--- src/rtl/nibble_serial_adder.sv ---
// Wide unsigned adder that feeds one 4-bit half-adder-based adder one nibble per clock.

// 4-bit ripple adder built from half-adder pairs.
module paralleladdfullbyhalf (
    input  logic [3:0] A,
    input  logic [3:0] B,
    input  logic       CIN,
    output logic [3:0] SUM,
    output logic       COUT
);

    logic [4:0] c;
    logic [3:0] hs;
    logic [3:0] hc1;
    logic [3:0] hc2;

    // Each bit: first half adder on A/B, second on partial sum and incoming carry.
    always_comb begin
        c    = '0;
        hs   = '0;
        hc1  = '0;
        hc2  = '0;
        SUM  = '0;
        c[0] = CIN;
        for (int i = 0; i < 4; i++) begin
            hs[i]    = A[i] ^ B[i];
            hc1[i]   = A[i] & B[i];
            SUM[i]   = hs[i] ^ c[i];
            hc2[i]   = hs[i] & c[i];
            c[i + 1] = hc1[i] | hc2[i];
        end
        COUT = c[4];
    end

endmodule

module nibble_serial_adder #(
    parameter int unsigned NIBBLES = 4
) (
    input  logic                   clk,
    input  logic                   rst_n,
    input  logic                   start,
    input  logic [4*NIBBLES-1:0]   a,
    input  logic [4*NIBBLES-1:0]   b,
    input  logic                   cin,
    output logic                   busy,
    output logic                   done,
    output logic [4*NIBBLES-1:0]   sum,
    output logic                   cout
);

    localparam int unsigned W    = 4 * NIBBLES;
    localparam int unsigned IW   = $clog2(NIBBLES);
    localparam logic [IW-1:0] LAST = IW'(NIBBLES - 1);

    typedef enum logic [1:0] {
        IDLE = 2'd0,
        RUN  = 2'd1,
        DONE = 2'd2
    } state_t;

    state_t         state_q;
    state_t         state_d;

    logic [W-1:0]   a_r;
    logic [W-1:0]   b_r;
    logic [W-1:0]   acc;
    logic [W-1:0]   acc_nxt;
    logic           carry_r;
    logic [IW-1:0]  idx;
    logic [IW+1:0]  base;

    logic [3:0]     add_a;
    logic [3:0]     add_b;
    logic [3:0]     add_sum;
    logic           add_cout;

    logic           accept;
    logic           last;

    assign base   = {idx, 2'b00};
    assign add_a  = a_r[base +: 4];
    assign add_b  = b_r[base +: 4];
    assign accept = start && (state_q != RUN);
    assign last   = (state_q == RUN) && (idx == LAST);

    paralleladdfullbyhalf u_add (
        .A    (add_a),
        .B    (add_b),
        .CIN  (carry_r),
        .SUM  (add_sum),
        .COUT (add_cout)
    );

    // Accumulator with the current nibble merged in, so the final sum includes it.
    always_comb begin
        acc_nxt            = acc;
        acc_nxt[base +: 4] = add_sum;
    end

    // State register.
    always_ff @(posedge clk or negedge rst_n) begin
        if (!rst_n) begin
            state_q <= IDLE;
        end else begin
            state_q <= state_d;
        end
    end

    // Next-state logic; DONE behaves like IDLE for accepting a new request.
    always_comb begin
        state_d = state_q;
        case (state_q)
            IDLE:    if (start) state_d = RUN;
            RUN:     if (idx == LAST) state_d = DONE;
            DONE:    state_d = start ? RUN : IDLE;
            default: state_d = IDLE;
        endcase
    end

    // Operand capture, per-nibble accumulation, result and status registers.
    always_ff @(posedge clk or negedge rst_n) begin
        if (!rst_n) begin
            a_r     <= '0;
            b_r     <= '0;
            acc     <= '0;
            carry_r <= 1'b0;
            idx     <= '0;
            sum     <= '0;
            cout    <= 1'b0;
            busy    <= 1'b0;
            done    <= 1'b0;
        end else begin
            busy <= (state_d == RUN);
            done <= (state_d == DONE);
            if (accept) begin
                a_r     <= a;
                b_r     <= b;
                carry_r <= cin;
                acc     <= '0;
                idx     <= '0;
            end else if (state_q == RUN) begin
                acc     <= acc_nxt;
                carry_r <= add_cout;
                if (last) begin
                    idx  <= '0;
                    sum  <= acc_nxt;
                    cout <= add_cout;
                end else begin
                    idx  <= idx + IW'(1);
                end
            end
        end
    end

endmodule

--- config.mk ---
export PLATFORM = sky130hd
export DESIGN_NAME = nibble_serial_adder
export DESIGN_NICKNAME = d
export VERILOG_FILES = /design/src/rtl/nibble_serial_adder.sv
export SDC_FILE = /design/constraint.sdc
export NUM_CORES = 1
export LEC_CHECK = 0
export CORE_ASPECT_RATIO = 1.4
export CORE_MARGIN = 4
export CORE_UTILIZATION = 40
export DETAILED_ROUTE_END_ITERATION = 6
export GPL_ROUTABILITY_DRIVEN = 0
export PLACE_DENSITY = 0.62
export SYNTH_ARGS = -nofsm -noshare
export SYNTH_HDL_FRONTEND = slang
export SYNTH_SLANG_ARGS = --single-unit
--- constraint.sdc ---
create_clock -name clk -period 5.6 [get_ports clk]
set_input_delay 1.12 -clock clk [delete_from_list [all_inputs] [get_ports clk]]
set_output_delay 1.12 -clock clk [all_outputs]
set_load 0.02 [all_outputs]
# Word-level counts from Yosys, hierarchy flattened
# Cells that the tools add are included.
# totals
input_bits	36
ff_bits	72
elab_cells	60
out_inout_bits	19
# classes
n_shift	4
bitwise_logic	21
muxes	12
add_sub_neg	2
n_reduce_logical	5
eq_ne	6
# ops
op	n
$mux W16	2
$shiftx A16 B5 Y4	2
$bwmux W16	1
$shift A4 B6 Y16 const A	1
$shiftx A4 B6 Y16	1
$mux W2	5
$and A1 B1 Y1	8
$xor A1 B1 Y1	8
$eq A2 B2 Y1 const B	3
$neg A4 Y6	1
$pmux W2 S3	1
$eq A2 B1 Y1 const B	2
$or A1 B1 Y1	4
$mux W1	3
$reduce_and A3 Y1	1
$add A2 B1 Y2 const B	1
$logic_and A1 B1 Y1	2
$logic_not A2 Y1	1
$ne A2 B1 Y1 const B	1
$reduce_bool A2 Y1	1
$not A1 Y1	1

# Depth between registers and ports, before layout
# logic_depth
word_depth	13
ltp_mapped	11
depth_no_buf	9

# By module
# A second synthesis with hierarchy kept.
# unflattened
hier_cells	255
area_unflattened_um2	3335.7
# by_module_without_submodules
module	cells_per_inst	seq_area_each_um2	area_each_um2	instances
nibble_serial_adder	241	1801.7	3218.1	1
paralleladdfullbyhalf	14	0.0	117.6	1

# Worst setup path before layout
# No wires, ideal clock.
# synth_timing
kind	register to register
startpoint	register idx[0]
endpoint	register sum[11]
t_arrival_ns	2.919
required_ns	5.523
path_stages_with_launch	12
period_less_slack_ns	2.996
path_buffers	2
setup_ns	0.077
setup_slack_ns	2.604
path_cell_list	dfrtp_1 > buf_4 > mux4_2 > fa_1 > inv_1 > fa_1 > fa_1 > inv_1 > fa_1 > clkbuf_1 > a21oi_1 > a21oi_1
# synth_between
elab_chain_cells	11
word_cells_on_any_way	26
classes_between	1 x add/sub; 1 x eq/ne; 4 x shift; 1 x mux; 17 x bitwise; 2 x reduce/logical
# synth_rtl
item	line_no	text
start, declared	70	logic [IW-1:0] idx;
start signal, assigned	150	idx <= idx + IW'(1);
$shiftx A16 B5 Y4, on equally long branches	82, 83	
$xor A1 B1 Y1	26	hs[i] = A[i] ^ B[i];
$and A1 B1 Y1	29	hc2[i] = hs[i] & c[i];
$or A1 B1 Y1	30	c[i + 1] = hc1[i] | hc2[i];
$and A1 B1 Y1	29	
$or A1 B1 Y1	30	
$and A1 B1 Y1	29	
$or A1 B1 Y1	30	
$xor A1 B1 Y1	28	SUM[i] = hs[i] ^ c[i];
$shiftx A4 B6 Y16	98	acc_nxt[base +: 4] = add_sum;
$bwmux W16	98	
end signal, assigned	147	sum <= acc_nxt;
end, declared	48	output logic [4*NIBBLES-1:0] sum,
# Several ways; a longest one is shown, not always the timed one.
# A chain may end at the register's enable or synchronous reset.

# Final worst setup path
# layout_timing
startpoint	register idx[0]
endpoint	register sum[7]
# Same word-level chain as after synthesis.

==> flow_summary.json <==
{
  "worst-setup-path-type": "flip-flop to flip-flop",
  "dr.pass1.iters": 4,
  "worstPathCellList": "mux4_2 > fa_1 > inv_1 > fa_1 > fa_1 > inv_1 > fa_1 > a21oi_1 > a21oi_1",
  "grt_pass1_wl_um": 11200,
  "synth_cells": 254,
  "finalHoldViolCount": 0,
  "final-seq-area_sq_mm": 0.00180,
  "crit_arrival_ns": 3.51,
  "holdPathEnd": "acc[12]",
  "synth_xor_area_share_pct": 0,
  "drt-initial-drc-count": 98,
  "max_slew_margin_pct": 22.9,
  "vias": 2133,
  "clock-root-buffer": "clkbuf_16",
  "ys_ff_latch": 72,
  "synth_warnings": 0,
  "start_util_pct": 40.9,
  "multi_input_area_sq_mm": 0.00139,
  "post_cts_resized": 0,
  "clk_latency_ns": 0.33,
  "crit_buf_inv": 2,
  "finalMaxSlewViolations": 0,
  "rr_worst_depth": 9,
  "vias_per_cell": 5.20,
  "drive_above_1_share_pct": 20.8,
  "p_leak_nw": 1.79,
  "avgSynthCellArea_sq_um": 13.1,
  "tightest_slew_ns": 1.16,
  "detailed_place_hpwl_um": 4820,
  "p_seq_share_pct": 31.9,
  "totalWireLength_um": 6700,
  "clock_path_buffers": 2,
  "clock_skew_ns": 0.00765,
  "fin_cells": 410,
  "cts_hold_buf": 0,
  "peakVddDrop_mv": 0.338,
  "fin_ws_ns": 2.25,
  "die-area_sq_mm": 0.00987,
  "htree_levels": 3,
  "p_comb_share_pct": 47.1,
  "synth_mux_area_share_pct": 18.2,
  "syn-num-nets": 300,
  "cp.required_ns": 5.76,
  "rsz0062_at_grt": "false",
  "pwr-share-clk_pct": 21.0,
  "yosysUniqueCellTypes": 32,
  "num_rows": 39,
  "finalSetupViolations": 0,
  "antenna_found_initial": 0,
  "hold_slack_ns": 0.484,
  "power_density_mw_per_mm2": 684,
  "end_kind": "flip-flop",
  "cpLargestDelayFamily": "adder cells",
  "cts_setup_buffers": 0,
  "cts.sinks": 72,
  "grtUsageTotal_pct": 14.8,
  "synth_compound_area_share_pct": 9.39,
  "finalSetupTns_ns": 0,
  "crit_top_cell": "fa_1",
  "power_mw": 2.89,
  "synthArstFlopShare_pct": 100,
  "critPathLaunchType": "flip-flop",
  "cts_tree": "built",
  "grt_pass1_vias": 2286,
  "place_ws_ns": 2.22,
  "r2r-end": "sum[7]",
  "hold_depth": 1,
  "wire_per_inst_um": 16.3,
  "synth_flop_cell": "dfrtp_1",
  "grt_max_degree": 44,
  "core_sq_mm": 0.00815,
  "p_switching_mw": 1.06,
  "synth-simple-area-share_pct": 9.51,
  "holdCritStartpoint": "acc[12]",
  "synth_seq_area_share_pct": 54.1,
  "critPathMaxFanout": 18,
  "portBuffers": 54,
  "switching_share_pct": 36.6,
  "grt-ovfl-total": 0,
  "layout_common_cells": "72 x dfrtp_1, 53 x clkdlybuf4s50_1, 33 x mux2_2, 18 x nor2_1",
  "area_delta_synth_final_pct": 27.1,
  "synth_top_family_by_area": "multiplexers",
  "slowest_stage": "dfrtp_1",
  "die_width_um": 85.1,
  "r2r-start": "idx[0]",
  "cp_slowest_stage_delay_ns": 0.85,
  "drc": 0,
  "r2r_slack_ns": 2.25,
  "diodes": 0,
  "fin_crit_ns": 3.35,
  "dp.cells": 395,
  "status": "finished clean",
  "p_int_mw": 1.84,
  "final_nets": 350,
  "fillers": 718,
  "dieHeight_um": 116,
  "fin_area_sq_mm": 0.00423,
  "fin_crit_sh_pct": 59.9,
  "postRouteAntennaNets": 0,
  "synth-edff-count": 0,
  "final_common_cell": "dfrtp_1",
  "synth_fa_ha_area_share_pct": 4.66,
  "syn_area_sq_mm": 0.00333,
  "maxCapViolCount": 0,
  "fmax_mhz": 298,
  "utilization_pct": 51.9,
  "placed_area_sq_mm": 0.00391,
  "hp-class": "flip-flop to flip-flop",
  "numCtsBuffers": 9,
  "path_clk_slew_ns": 0.06,
  "io_pins": 55
}
==> area by class of cell <==
cell class                 instances  share of cell area (%)
sequential                        72                    42.6
multi-input combinational        155                    32.9
timing repair buffer              57                    13.2
clock buffer                      10                    5.65
tap                              102                    3.02
clock inverter                     5                    1.92
inverter                           9                   0.798
==> worst register-to-register path, cell delays in order, from the launching register on <==
cell     delay [ns]
dfrtp_1        0.85
mux4_2         0.62
fa_1           0.39
inv_1          0.07
fa_1           0.18
fa_1           0.17
inv_1          0.05
fa_1           0.58
a21oi_1        0.19
a21oi_1        0.08
==> power groups by stage <==
stage,logic [mW],registers (mW),clock network [mW]
after CTS,1.38,0.930,0.617
final,1.36,0.924,0.607
after global routing,1.49,0.961,0.638
after floorplan,0.913,0.951,0
after global placement,1.35,0.928,0
after detailed placement,1.38,0.939,0
==> metal layers <==
metal | routed length, um | GRT usage (%) | up-vias | part of all wire [%]
met4 | 148 | 6.97 | 0 | 2.2
met3 | 348 | 3.27 | 9 | 5.2
li1 | - | - | 1008 | -
met1 | 2750 | 17.5 | 1066 | 41
met5 | 0 | 0 | - | 0
met2 | 3450 | 25.6 | 50 | 51
==> worst max path at each step <==
stage / from / endpoint / slack (ns) / depth (start not counted)
2_1_floorplan: idx[0] / sum[11] / 2.60 / 11
3_3_place_gp: idx[0] / sum[7] / 2.27 / 9
3_5_place_dp: idx[0] / sum[15] / 2.22 / 9
4_1_cts: idx[0] / sum[3] / 2.21 / 9
5_1_grt: idx[0] / sum[11] / 1.98 / 9
6_report: idx[0] / sum[7] / 2.25 / 9
==> registers in the layout, indices dropped and copies added, names as in the netlist, 2 cells and up <==
signal / cells
a_r: 16
acc: 16
b_r: 16
sum: 16
idx: 2
state_q: 2
==> Yosys cell counts, drive strengths merged (4+ instances only) <==
cell type | instances | share of area, %
buf | 14 | 2.7
mux2 | 33 | 11
a31oi | 8 | 1.5
nor2 | 18 | 2.0
dfrtp | 72 | 54
a32o | 8 | 2.4
inv | 9 | 1.0
fa | 4 | 2.4
a22o | 8 | 2.1
nor2b | 8 | 1.5
mux2i | 5 | 1.6
a21oi | 16 | 2.4
nand2b | 17 | 3.3
mux4 | 8 | 5.4
ha | 6 | 2.3
clkbuf | 4 | 0.45
==> kinds of logic (layout without fill, tap and decap cells) <==
family	Yosys count	after routing
simple gates	54	54
buf+inv	27	81
fa+ha+maj	10	10
compound gates	45	45
flops	72	72
mux	46	46
(Power assumes the default switching activity.)
